==> src/rtl/game_mem_pkg.sv <==
// Shared definitions for the game memory arbiter: default word addresses,
// FSM state encoding, requester ids and grant vector bit positions.
// Optional feature macro used by this block: GAME_MEM_ARB_RR_EN.
package game_mem_pkg;

  localparam logic [4:0] SCORE_ADDR_DEF   = 5'd0;
  localparam logic [4:0] HISCORE_ADDR_DEF = 5'd1;

  // Bit positions inside the 3-bit request / one-hot grant vectors
  localparam int unsigned GNT_HS   = 0;
  localparam int unsigned GNT_DP   = 1;
  localparam int unsigned GNT_DISP = 2;

  typedef enum logic [3:0] {
    ST_IDLE,
    ST_XFER,
    ST_WAIT,
    ST_CAPT,
    ST_DONE,
    ST_HS_RS,
    ST_HS_RSW,
    ST_HS_RH,
    ST_HS_RHW,
    ST_HS_WR,
    ST_HS_DONE
  } fsm_state_e;

  typedef enum logic [1:0] {
    REQ_NONE,
    REQ_HS,
    REQ_DP,
    REQ_DISP
  } req_id_e;

endpackage

==> src/rtl/game_mem_pick.sv <==
// Request picker: high-score sequence always wins; datapath vs display is
// fixed priority (dp first) by default, or round-robin when
// GAME_MEM_ARB_RR_EN is defined. Grants are only issued while en_i is high.
module game_mem_pick
  import game_mem_pkg::*;
(
  input  logic       clk,
  input  logic       rst_n,
  input  logic       en_i,
  input  logic [2:0] req_i,
  output logic [2:0] gnt_o
);

`ifdef GAME_MEM_ARB_RR_EN
  logic prefer_disp_q, prefer_disp_d;

  // Round-robin pick; the loser of the last dp/disp grant is favoured next
  always_comb begin
    gnt_o         = 3'b000;
    prefer_disp_d = prefer_disp_q;
    if (en_i) begin
      if (req_i[GNT_HS]) begin
        gnt_o[GNT_HS] = 1'b1;
      end else if (req_i[GNT_DP] && (!req_i[GNT_DISP] || !prefer_disp_q)) begin
        gnt_o[GNT_DP] = 1'b1;
        prefer_disp_d = 1'b1;
      end else if (req_i[GNT_DISP]) begin
        gnt_o[GNT_DISP] = 1'b1;
        prefer_disp_d   = 1'b0;
      end
    end
  end

  // Pointer starts out favouring the datapath
  always_ff @(posedge clk or negedge rst_n) begin
    if (!rst_n) prefer_disp_q <= 1'b0;
    else        prefer_disp_q <= prefer_disp_d;
  end
`else
  logic unused_clk_rst;
  assign unused_clk_rst = clk ^ rst_n;

  // Fixed priority: hs > dp > disp
  always_comb begin
    gnt_o = 3'b000;
    if (en_i) begin
      if (req_i[GNT_HS])        gnt_o[GNT_HS]   = 1'b1;
      else if (req_i[GNT_DP])   gnt_o[GNT_DP]   = 1'b1;
      else if (req_i[GNT_DISP]) gnt_o[GNT_DISP] = 1'b1;
    end
  end
`endif

endmodule

==> src/rtl/game_mem_arbiter.sv <==
// Sequencer/arbiter for the shared 32x8 single-port game memory. Serialises
// datapath read/write and display reads, and runs the high-score update
// (read score, read hiscore, write score back if larger).
// Optional feature macro: GAME_MEM_ARB_RR_EN (round-robin dp/disp pick).
module game_mem_arbiter
  import game_mem_pkg::*;
#(
  parameter int unsigned RD_LAT       = 1,
  parameter logic [4:0]  SCORE_ADDR   = SCORE_ADDR_DEF,
  parameter logic [4:0]  HISCORE_ADDR = HISCORE_ADDR_DEF
) (
  input  logic       clk,
  input  logic       resetn,
  input  logic       dp_req,
  input  logic       dp_we,
  input  logic [4:0] dp_addr,
  input  logic [7:0] dp_wdata,
  output logic       dp_ack,
  output logic [7:0] dp_rdata,
  input  logic       disp_req,
  input  logic [4:0] disp_addr,
  output logic       disp_ack,
  output logic [7:0] disp_rdata,
  input  logic       hs_update,
  output logic       hs_new,
  output logic [7:0] hiscore,
  output logic       busy,
  output logic [4:0] mem_addr,
  output logic [7:0] mem_wdata,
  output logic       mem_wren,
  input  logic [7:0] mem_q
);

  // Extra wait cycles in the HS read states beyond the first
  localparam logic WAIT_INIT = (RD_LAT == 2) ? 1'b1 : 1'b0;

  fsm_state_e state_q, state_d;
  req_id_e    owner_q, owner_d;
  logic       we_q, we_d;
  logic       hs_pending_q, hs_pending_d;
  logic [7:0] score_q, score_d;
  logic       taken_q, taken_d;
  logic       wcnt_q, wcnt_d;
  logic [4:0] mem_addr_q, mem_addr_d;
  logic [7:0] mem_wdata_q, mem_wdata_d;
  logic       mem_wren_q, mem_wren_d;
  logic       dp_ack_q, dp_ack_d;
  logic       disp_ack_q, disp_ack_d;
  logic [7:0] dp_rdata_q, dp_rdata_d;
  logic [7:0] disp_rdata_q, disp_rdata_d;
  logic       hs_new_q, hs_new_d;
  logic [7:0] hiscore_q, hiscore_d;
  logic [2:0] gnt;

  game_mem_pick u_pick (
    .clk   (clk),
    .rst_n (resetn),
    .en_i  (state_q == ST_IDLE),
    .req_i ({disp_req, dp_req, hs_pending_q}),
    .gnt_o (gnt)
  );

  // Next-state logic for the transfer and high-score sequences
  always_comb begin
    state_d      = state_q;
    owner_d      = owner_q;
    we_d         = we_q;
    hs_pending_d = hs_pending_q | hs_update;
    score_d      = score_q;
    taken_d      = taken_q;
    wcnt_d       = wcnt_q;
    mem_addr_d   = mem_addr_q;
    mem_wdata_d  = mem_wdata_q;
    mem_wren_d   = 1'b0;
    dp_ack_d     = 1'b0;
    disp_ack_d   = 1'b0;
    dp_rdata_d   = dp_rdata_q;
    disp_rdata_d = disp_rdata_q;
    hs_new_d     = 1'b0;
    hiscore_d    = hiscore_q;
    case (state_q)
      ST_IDLE: begin
        if (gnt[GNT_HS]) begin
          // A pulse coinciding with the grant merges into this sequence
          hs_pending_d = 1'b0;
          owner_d      = REQ_HS;
          mem_addr_d   = SCORE_ADDR;
          state_d      = ST_HS_RS;
        end else if (gnt[GNT_DP]) begin
          owner_d     = REQ_DP;
          we_d        = dp_we;
          mem_addr_d  = dp_addr;
          mem_wdata_d = dp_wdata;
          mem_wren_d  = dp_we;
          state_d     = ST_XFER;
        end else if (gnt[GNT_DISP]) begin
          owner_d    = REQ_DISP;
          we_d       = 1'b0;
          mem_addr_d = disp_addr;
          state_d    = ST_XFER;
        end
      end
      ST_XFER: begin
        if (we_q) begin
          dp_ack_d = 1'b1;
          state_d  = ST_DONE;
        end else begin
          state_d = (RD_LAT == 2) ? ST_WAIT : ST_CAPT;
        end
      end
      ST_WAIT: state_d = ST_CAPT;
      ST_CAPT: begin
        if (owner_q == REQ_DP) begin
          dp_rdata_d = mem_q;
          dp_ack_d   = 1'b1;
        end else begin
          disp_rdata_d = mem_q;
          disp_ack_d   = 1'b1;
        end
        state_d = ST_DONE;
      end
      ST_DONE: begin
        owner_d = REQ_NONE;
        state_d = ST_IDLE;
      end
      ST_HS_RS: begin
        wcnt_d  = WAIT_INIT;
        state_d = ST_HS_RSW;
      end
      ST_HS_RSW: begin
        if (wcnt_q) begin
          wcnt_d = 1'b0;
        end else begin
          score_d    = mem_q;
          mem_addr_d = HISCORE_ADDR;
          state_d    = ST_HS_RH;
        end
      end
      ST_HS_RH: begin
        wcnt_d  = WAIT_INIT;
        state_d = ST_HS_RHW;
      end
      ST_HS_RHW: begin
        if (wcnt_q) begin
          wcnt_d = 1'b0;
        end else begin
          // Unsigned compare; the write is issued on entry to HS_WR
          if (score_q > mem_q) begin
            taken_d     = 1'b1;
            mem_wren_d  = 1'b1;
            mem_wdata_d = score_q;
            hiscore_d   = score_q;
          end else begin
            taken_d   = 1'b0;
            hiscore_d = mem_q;
          end
          state_d = ST_HS_WR;
        end
      end
      ST_HS_WR: begin
        hs_new_d = taken_q;
        state_d  = ST_HS_DONE;
      end
      ST_HS_DONE: begin
        owner_d = REQ_NONE;
        state_d = ST_IDLE;
      end
      default: state_d = ST_IDLE;
    endcase
  end

  // State and output registers; reset aborts any sequence at once
  always_ff @(posedge clk or negedge resetn) begin
    if (!resetn) begin
      state_q      <= ST_IDLE;
      owner_q      <= REQ_NONE;
      we_q         <= 1'b0;
      hs_pending_q <= 1'b0;
      score_q      <= 8'h00;
      taken_q      <= 1'b0;
      wcnt_q       <= 1'b0;
      mem_addr_q   <= 5'd0;
      mem_wdata_q  <= 8'h00;
      mem_wren_q   <= 1'b0;
      dp_ack_q     <= 1'b0;
      disp_ack_q   <= 1'b0;
      dp_rdata_q   <= 8'h00;
      disp_rdata_q <= 8'h00;
      hs_new_q     <= 1'b0;
      hiscore_q    <= 8'h00;
    end else begin
      state_q      <= state_d;
      owner_q      <= owner_d;
      we_q         <= we_d;
      hs_pending_q <= hs_pending_d;
      score_q      <= score_d;
      taken_q      <= taken_d;
      wcnt_q       <= wcnt_d;
      mem_addr_q   <= mem_addr_d;
      mem_wdata_q  <= mem_wdata_d;
      mem_wren_q   <= mem_wren_d;
      dp_ack_q     <= dp_ack_d;
      disp_ack_q   <= disp_ack_d;
      dp_rdata_q   <= dp_rdata_d;
      disp_rdata_q <= disp_rdata_d;
      hs_new_q     <= hs_new_d;
      hiscore_q    <= hiscore_d;
    end
  end

  assign dp_ack     = dp_ack_q;
  assign dp_rdata   = dp_rdata_q;
  assign disp_ack   = disp_ack_q;
  assign disp_rdata = disp_rdata_q;
  assign hs_new     = hs_new_q;
  assign hiscore    = hiscore_q;
  assign busy       = (state_q != ST_IDLE);
  assign mem_addr   = mem_addr_q;
  assign mem_wdata  = mem_wdata_q;
  assign mem_wren   = mem_wren_q;

endmodule
==> config.mk <==
export PLATFORM = sky130hd
export DESIGN_NAME = game_mem_arbiter
export DESIGN_NICKNAME = d
export VERILOG_FILES = /design/src/rtl/game_mem_pkg.sv /design/src/rtl/game_mem_pick.sv /design/src/rtl/game_mem_arbiter.sv
export SDC_FILE = /design/constraint.sdc
export NUM_CORES = 1
export LEC_CHECK = 0
export BUFFER_PORTS_ARGS = -buffer_cell sky130_fd_sc_hd__clkbuf_2
export CAP_MARGIN = 20
export CELL_PAD_IN_SITES_DETAIL_PLACEMENT = 2
export CELL_PAD_IN_SITES_GLOBAL_PLACEMENT = 2
export CORE_AREA = 2 2 100 102
export CTS_CLUSTER_SIZE = 40
export DETAILED_ROUTE_END_ITERATION = 8
export DIE_AREA = 0 0 102 104
export PLACE_DENSITY_LB_ADDON = 0.05
export REMOVE_ABC_BUFFERS = 1
export SETUP_SLACK_MARGIN = 0.02
export SLEW_MARGIN = 20
export SYNTH_ARGS = -nofsm -noshare
export SYNTH_HDL_FRONTEND = slang
export SYNTH_SLANG_ARGS = --single-unit
==> constraint.sdc <==
create_clock -name clk -period 2.8 [get_ports clk]
set_clock_uncertainty 0.1 [all_clocks]
set_input_delay 0.14 -clock clk [delete_from_list [all_inputs] [get_ports clk]]
set_output_delay 0.14 -clock clk [all_outputs]
set_load 0.05 [all_outputs]
==> results.toml, run 1 <==
[clock_network]
clock_sink_count = 58
htree_num_levels = 3
clockBufferDepth = 2
cts_buffers = 9
insertion_delay_ns = 0.33
clk_pin_slew_ns = 0.06
cts_tree = "done"
cts_root_buf = "clkbuf_8"

[synth]
yosys-top-cells-count = "58 x dfrtp_1, 25 x nand2_1, 21 x o21ai_0, 18 x nor2_1, 15 x inv_1"
synth_top_area_cell = "dfrtp_1"
ys_ff_latch = 58
avgSynthCellArea_um2 = 10.7
dominantRegCellSynth = "dfrtp_1"
ys_warn_count = 0
yosysSeqAreaShare_pct = 51.9
yosys-top-cells-area = "dfrtp_1 52%, o21ai_0 3.8%, mux2_2 3.6%"
synth_top_area_share_pct = 51.9
synth_edf_count = 0
syn-cell-area_um2 = 2800
async_flop_share_pct = 100
yosysMostFrequentCell = "dfrtp_1"
synth.distinct_cells = 47
synthCells = 261

[die]
ios = 74
die_w_um = 102
dieArea_um2 = 10600
rows = 36
initial_core_util_pct = 29.3
coreArea_um2 = 9550
chipHeight_um = 104

[route]
wl_per_cell_um = 16.7
ant_nets = 0
drtIter0Drc = 28
first_pass_iters = 4
num_vias = 2378
drc = 0
finalWirelength_um = 8280
vias_per_cell = 4.79

[finish]
fin_util_pct = 38.5
fillers = 1084
drive_gt1_share_pct = 31.7
syn2layout_area_growth_pct = 31.3
finalNetCount = 399
num_antenna_cells = 0

[place]
place_hpwl_um = 5950
io_buffers = 73
place_congestion = 0.730

[min_path]
hp-class = "primary input to register"

[power]
ir_worst_vdd_uv = 365
powerDensity_nw_per_um2 = 1290
p_leak_nw = 1.76

[sta]
fin_crit_sh_pct = 92.4
setup_viol = 0
min_period_ns = 2.59
tns_ns = 0
rsz0062_at_grt = "no"
hold_viol_final = 0
maxSlewHeadroom_pct = 58.3
drv_slew = 0
worstMarginPinSlew_ns = 0.619
clock.fmax_mhz = 387

[worst_setup_path]
cp_max_fo = 11
cp.arrival_ns = 2.75
path_class = "primary input to register"
startpoint_type = "primary input"
cp.required_ns = 2.97
crit_path_end_kind = "register"

[global_route]
grt_pass1_wl_um = 13500
grt_pass1_vias = 2569
grt_max_degree = 36
antenna_found_initial = 0
grt_usage_pct = 16.6
grt_overflow = 0

[status]
status = "completed"

[job]
drv_cap = 0
==> registers in the layout, indices dropped and copies added, names as in the netlist <==
register / count
mem_wren: 1
score_q: 8
disp_rdata: 8
owner_q: 2
dp_rdata: 8
hs_pending_q: 1
taken_q: 1
dp_ack: 1
mem_wdata: 8
hiscore: 8
mem_addr: 5
hs_new: 1
we_q: 1
disp_ack: 1
state_q: 4
==> logic make-up (layout without fill, tap and decap cells) <==
logic type      Yosys count  after routing  share of synthesized area (%)
simple gates             81             81                           15.7
buf+inv                  27            129                           4.78
compound gates           74             74                           19.0
flops                    58             58                           51.9
fa+ha+maj                 8              8                           3.58
mux                      13             13                           5.05
==> through the flow <==
step                      setup slack [ns]  area, µm²  power [mW]  cells  hold slack [ns]
final                                0.213       3670        4.75    496          0.00787
after detailed placement             0.303       3310        4.03    463           0.0648
after global routing                0.0315       3670        5.10    496           0.0184
after floorplan                      0.744       2730        3.32    250           -0.256
after CTS                            0.205       3670        4.84    496          0.00960
after global placement               0.359       3310        3.98    463           0.0701
==> path summary, 6_finish.rpt <==
kind                       cells after the start  slack [ns]            end   startpoint
setup / recovery                               9        0.21   mem_wdata[3]     mem_q[3]
hold / removal                                 3       0.008  disp_rdata[0]     mem_q[0]
setup reg to reg                               7        0.30    mem_addr[4]   state_q[3]
hold reg to reg                                2        0.38    dp_rdata[6]  dp_rdata[6]
max in group asynchronous                      3        1.95   mem_wdata[1]       resetn
min in group asynchronous                      3        0.24  disp_rdata[6]       resetn
==> metal layers <==
metal / global-route usage [%] / routed length (µm)
met5: 0 / 0
met4: 5.43 / 102
met3: 2.89 / 262
met2: 27.9 / 4320
met1: 21.5 / 3600
==> report_power, final <==
group | switching (mW) | internal, mW
combinational | 1.69 | 0.720
clock | 0.332 | 0.428
sequential | 0.353 | 1.23
total | 2.38 | 2.37
==> final cells by class <==
class | instances | area, µm² | area share [%]
clock inverters | 3 | 40.0 | 1.09
well taps | 133 | 166 | 4.53
inverters | 16 | 60.1 | 1.63
flip-flops and latches | 58 | 1450 | 39.5
multi-input cells | 176 | 1210 | 33.0
repair buffers | 98 | 598 | 16.3
clock buffers | 12 | 145 | 3.95
==> cell usage in the layout (no fill, tap or decap), drive strengths merged <==
| cell type | instances |
|---|---|
| or2b | 1 |
| dfrtp | 58 |
| dlygate4sd3 | 18 |
| nand4 | 1 |
| o2bb2ai | 4 |
| or3 | 2 |
| o211a | 1 |
| inv | 16 |
| nor3 | 2 |
| a221oi | 1 |
| buf | 7 |
| ha | 8 |
| nor2 | 20 |
| bufinv | 1 |
| a211oi | 1 |
| o221a | 8 |
| nand3 | 10 |
| nand2b | 2 |
| o22ai | 2 |
| a22o | 2 |
| nand2 | 26 |
| a21o | 2 |
| clkinv | 2 |
| or4 | 1 |
| a31oi | 8 |
| o311ai | 1 |
| a21oi | 6 |
| mux2i | 4 |
| and4 | 2 |
| a311oi | 1 |
| or2 | 8 |
| o41ai | 1 |
| nor2b | 5 |
| o211ai | 9 |
| o31a | 1 |
| clkbuf | 85 |
| o21ai | 24 |
| o21a | 2 |
| mux2 | 9 |
| nor4 | 1 |
==> worst max-delay path, stage by stage <==
cell and delay, ns:
dlygate4sd3_1 0.52, clkbuf_2 0.13, inv_1 0.09, ha_1 0.32
and4_1 0.29, nand2_1 0.28, nand3_1 0.25, o31a_1 0.46
o221a_1 0.27
==> repair_timing <==
| item | in CTS | in global routing |
|---|---|---|
| resized for setup | 0 | 0 |
| endpoints found under the setup margin | 0 | 0 |
| hold buffers | 18 | 0 |
| hold endpoints to repair | 77 | 0 |
| setup buffers | 0 | 0 |
Note: power is estimated with default switching activity, not from simulation.
==> run 2, diff against run 1 <==
==> constraint.sdc (replaced) <==
create_clock -name clk -period 2.55 [get_ports clk]
set_clock_uncertainty 0.1 [all_clocks]
set_input_delay 0.1275 -clock clk [delete_from_list [all_inputs] [get_ports clk]]
set_output_delay 0.1275 -clock clk [all_outputs]
set_load 0.05 [all_outputs]
==> run 2 against run 1 <==
  * First-iteration DRC count increased by 89%
  * Via count is 0.59% higher
  * Combinational power rose by 14%
  * Critical path depth decreased by 2
  * Clock power increased by 7.5%
  * Sequential share of layout area shrank 0.82 points
  * Hold slack better by 0.019 ns
  * Worst setup slack worse by 0.038 ns
  * Largest cell class unchanged
  * Critical endpoint is now mem_addr[3]
  * Flip-flop and latch count did not move
  * Sequential power is 9% higher
==> results.toml, run 2 (synthesis results as in run 1) <==
[status]
status = "completed"

[clock_network]
cts_root_buf = "clkbuf_8"
htree_num_levels = 3
clk_pin_slew_ns = 0.07
clockBufferDepth = 2
cts_buffers = 9
cts_tree = "done"
clock_sink_count = 58
insertion_delay_ns = 0.34

[power]
p_sw_share_pct = 49.9
ir_worst_vdd_uv = 407
clkPwrFrac_pct = 15.4
seq_power_share_pct = 32.7
p_switching_mw = 2.64
combPwrFrac_pct = 51.9
powerDensity_nw_per_um2 = 1410
p_int_mw = 2.65
p_leak_nw = 1.80

[worst_setup_path]
cp_cell_sequence = "nor4_4 -> inv_2 -> nor2_4 -> nand2_8 -> mux2i_1 -> dlygate4sd3_1 -> o2bb2ai_1"
critPathBufInv = 2
cp.required_ns = 2.65
cpMaxStageDelayCell = "dlygate4sd3_1"
cp_top_family = "simple AND/OR/NAND/NOR gates"
cp.arrival_ns = 2.48
crit_path_end_kind = "register"
cp_max_fo = 15
path_class = "register to register"
critPathMaxStageDelay_ns = 0.57
startpoint_type = "register"
r2r_slack_ns = 0.18

[global_route]
grt_pass1_wl_um = 13600
grt_usage_pct = 16.7
grt_pass1_vias = 2619
grt_max_degree = 59
grt_overflow = 0
antenna_found_initial = 0

[place]
place_congestion = 0.733
place_hpwl_um = 5800
io_buffers = 73
placedInstanceArea_um2 = 3310

[finish]
fin_util_pct = 39.4
finalNetCount = 408
design_area_um2 = 3760
drive_gt1_share_pct = 34.7
final_common_cell = "clkbuf_2"
syn2layout_area_growth_pct = 34.4
layout_common_cells = "73 x clkbuf_2, 55 x dfrtp_1, 25 x nand2_1"
num_antenna_cells = 0

[sta]
whs_ns = 0.0271
setup_viol = 0
tns_ns = 0
clock.fmax_mhz = 421
worstMarginPinSlew_ns = 0.760
fin_crit_sh_pct = 93.1
rsz0062_at_grt = "no"
maxSlewHeadroom_pct = 49.3
drv_slew = 0
hold_viol_final = 0
min_period_ns = 2.37

[die]
chipHeight_um = 104
die_w_um = 102
rows = 36
coreArea_um2 = 9550
dieArea_um2 = 10600
ios = 74
initial_core_util_pct = 29.3

[route]
drc = 0
num_vias = 2392
first_pass_iters = 4
ant_nets = 0
wl_per_cell_um = 16.3
vias_per_cell = 4.74
drtIter0Drc = 53
finalWirelength_um = 8250

[job]
drv_cap = 0

[min_path]
hp-class = "primary input to register"
-- run 2: power groups by stage --
stage	Clock (mW)	Combinational (mW)	Sequential, mW
finish	0.817	2.75	1.73
global route	0.885	2.99	1.81
CTS	0.855	2.70	1.76
detailed placement	0	2.66	1.77
global placement	0	2.61	1.75
floorplan	0	0.954	2.69
-- run 2: path summary, 6_finish.rpt --
| kind | startpoint | to | depth (start not counted) |
|---|---|---|---|
| hold / removal | dp_wdata[2] | mem_wdata[2] | 3 |
| setup / recovery | state_q[1] | mem_addr[3] | 7 |
| max in group asynchronous | resetn | state_q[2] | 3 |
| hold reg to reg | dp_rdata[6] | dp_rdata[6] | 2 |
| min in group asynchronous | resetn | dp_rdata[7] | 3 |
| setup reg to reg | state_q[1] | mem_addr[3] | 7 |
-- run 2: repair_timing --
| action | 4_1_cts | 5_1_grt |
|---|---|---|
| setup endpoints to repair | 0 | 14 |
| setup buffers | 0 | 8 |
| resized for setup | 0 | 5 |
| hold buffers | 19 | 0 |
| endpoints found under the hold margin | 80 | 0 |
-- run 2: worst min-delay path, stage by stage --
cell and delay, ns:
clkbuf_2 0.07, or2_2 0.09, o221a_1 0.15
-- run 2: layout make-up --
cell class | count | area, µm²
multi-input combinational | 176 | 1220
fill | 1095 | 5790
timing repair buffer | 107 | 668
clock buffer | 13 | 179
tap | 133 | 166
clock inverter | 2 | 10.0
inverter | 16 | 60.1
sequential | 58 | 1460
-- run 2: routing by layer --
metal | global-route usage (%) | wire (µm) | vias to the layer above | part of all wire, %
met5 | 0 | 0 | - | 0
met1 | 20.3 | 3540 | 1183 | 43
met3 | 4.30 | 289 | 11 | 3.5
met4 | 4.86 | 88 | 0 | 1.1
met2 | 28.6 | 4330 | 48 | 52
li1 | - | - | 1150 | -
-- run 2: through the flow --
| step | setup slack [ns] | instances | total power, mW |
|---|---|---|---|
| after floorplan | 0.494 | 250 | 3.65 |
| after global placement | 0.287 | 463 | 4.37 |
| after detailed placement | 0.187 | 463 | 4.43 |
| after CTS | 0.0717 | 497 | 5.31 |
| after global routing | 0.0178 | 505 | 5.69 |
| final | 0.176 | 505 | 5.30 |
==> run 3, diff against run 2 <==
--- a/config.mk
+++ b/config.mk
@@ -14,7 +14,6 @@
 export DETAILED_ROUTE_END_ITERATION = 8
 export DIE_AREA = 0 0 102 104
 export PLACE_DENSITY_LB_ADDON = 0.05
-export REMOVE_ABC_BUFFERS = 1
 export SETUP_SLACK_MARGIN = 0.02
 export SLEW_MARGIN = 20
 export SYNTH_ARGS = -nofsm -noshare
==> run 3 against run 2 <==
  * Global-route usage rose by 0.31 points
  * Clock power grew 19%
  * Via count grew 0.67%
  * Count of clock-buffer cells in the layout shrank 2
  * Fmax rose by 0.61%
  * Worst setup slack gained 0.015 ns
  * Die area unchanged
  * Design area shrank 0.17%
  * Total power increased by 2.0%
  * Sequential power hardly changed
  * Hold slack got worse by 0.011 ns
  * Largest cell class unchanged
  * Largest power group unchanged
==> results.toml, run 3 (synthesis results as in run 1) <==
[status]
status = "completed"

[worst_setup_path]
path_class = "register to register"
startpoint_type = "register"
cp-startpoint = "state_q[3]"
cpMaxStageDelayCell = "dlygate4sd3_1"
reg2reg_from = "state_q[3]"
reg2reg_to = "mem_addr[2]"
r2r_slack_ns = 0.19
cp_cell_sequence = "nor4_4 -> inv_2 -> nor2_4 -> nand2_4 -> mux2i_1 -> dlygate4sd3_1 -> o2bb2ai_1"
crit_path_end_kind = "register"
cp_max_fo = 15
cp.required_ns = 2.66
cp.arrival_ns = 2.47
critPathMaxStageDelay_ns = 0.57
rr_worst_depth = 7

[place]
dp_slack_ns = 0.289
place_hpwl_um = 6060
post-place-cells = 466
place_congestion = 0.795
io_buffers = 73

[sta]
fin_crit_sh_pct = 92.5
drv_slew = 0
tns_ns = 0
worstMarginPinSlew_ns = 0.763
maxSlewHeadroom_pct = 49.1
rsz0062_at_grt = "no"
min_period_ns = 2.36
hold_viol_final = 0
clock.fmax_mhz = 424
setup_ws_ns = 0.190
setup_viol = 0

[clock_network]
cts_tree = "done"
htree_num_levels = 3
clk_pin_slew_ns = 0.07
clock_sink_count = 58
cts_buffers = 9
clockBufferDepth = 2
postCtsSetupBuffers = 0
cts_root_buf = "clkbuf_8"
insertion_delay_ns = 0.35

[finish]
finalNetCount = 403
num_antenna_cells = 0
syn2layout_area_growth_pct = 34.2
layout_common_cells = "73 x clkbuf_2, 57 x dfrtp_1, 25 x nand2_1"
fin_cells = 501
fin_util_pct = 39.3
final_common_cell = "clkbuf_2"
drive_gt1_share_pct = 33.2

[route]
wl_per_cell_um = 16.8
finalWirelength_um = 8410
ant_nets = 0
drtIter0Drc = 61
first_pass_iters = 4
drc = 0
num_vias = 2408
vias_per_cell = 4.81

[power]
power_mw = 5.40
ir_worst_vdd_uv = 449
powerDensity_nw_per_um2 = 1440
p_leak_nw = 1.80

[die]
dieArea_um2 = 10600
die_w_um = 102
chipHeight_um = 104
initial_core_util_pct = 29.3
coreArea_um2 = 9550
rows = 36
ios = 74

[global_route]
grt_pass1_vias = 2600
grt_usage_pct = 17.0
grt_overflow = 0
grt_pass1_wl_um = 13900
grt_max_degree = 32
antenna_found_initial = 0

[synth]
syn-num-nets = 301

[min_path]
min_from = "dp_wdata[5]"
hp-class = "primary input to register"
whs_path_depth = 3
holdPathEnd = "mem_wdata[5]"

[job]
drv_cap = 0
-- run 3: per-layer routing --
layer | up-vias | part of all wire (%) | GRT usage [%]
met4 | 0 | 1.0 | 5.43
met5 | - | 0 | 0
met3 | 8 | 4.1 | 4.17
met1 | 1208 | 43 | 21.1
li1 | 1140 | - | -
met2 | 52 | 52 | 28.6
-- run 3: stage by stage --
| step | instance area (µm²) | hold slack (ns) |
|---|---|---|
| after global routing | 3760 | 0.0113 |
| after global placement | 3340 | 0.144 |
| after CTS | 3750 | 0.00995 |
| final | 3760 | 0.0164 |
| after floorplan | 2800 | -0.268 |
| after detailed placement | 3340 | 0.150 |
-- run 3: worst max path at each step --
stage	endpoint	cells after the start	slack (ns)
after floorplan	mem_wdata[0]	7	0.46
after global placement	mem_wren	6	0.33
after detailed placement	mem_wdata[1]	6	0.29
after CTS	mem_addr[3]	7	0.17
after global routing	mem_addr[2]	7	0.02
final	mem_addr[2]	7	0.19
-- run 3: layout make-up --
| class | instances | area (µm²) |
|---|---|---|
| Sequential cell | 58 | 1450 |
| Multi-Input combinational cell | 176 | 1210 |
| Clock inverter | 5 | 77.6 |
| Timing Repair Buffer | 102 | 643 |
| Fill cell | 1070 | 5790 |
| Clock buffer | 11 | 141 |
| Inverter | 16 | 60.1 |
| Tap cell | 133 | 166 |
-- run 3: worst max-delay path, delay by kind of cell (launching register included) --
kind	cells	cell delay (ns)
simple gates	3	0.67
buf+inv	2	0.67
flops	1	0.52
mux	1	0.21
compound gates	1	0.06
-- run 3: repair_timing --
item	in CTS	in global routing
hold buffers	19	0
endpoints found under the hold margin	49	0
setup endpoints to repair	0	2
resized for setup	0	2
-- run 3: report_power, final --
| group | internal [mW] | switching [mW] | total [mW] | leakage (nW) |
|---|---|---|---|---|
| Combinational | 0.815 | 1.87 | 2.69 | 1.01 |
| Sequential | 1.35 | 0.399 | 1.75 | 0.682 |
| Clock | 0.574 | 0.395 | 0.969 | 0.109 |
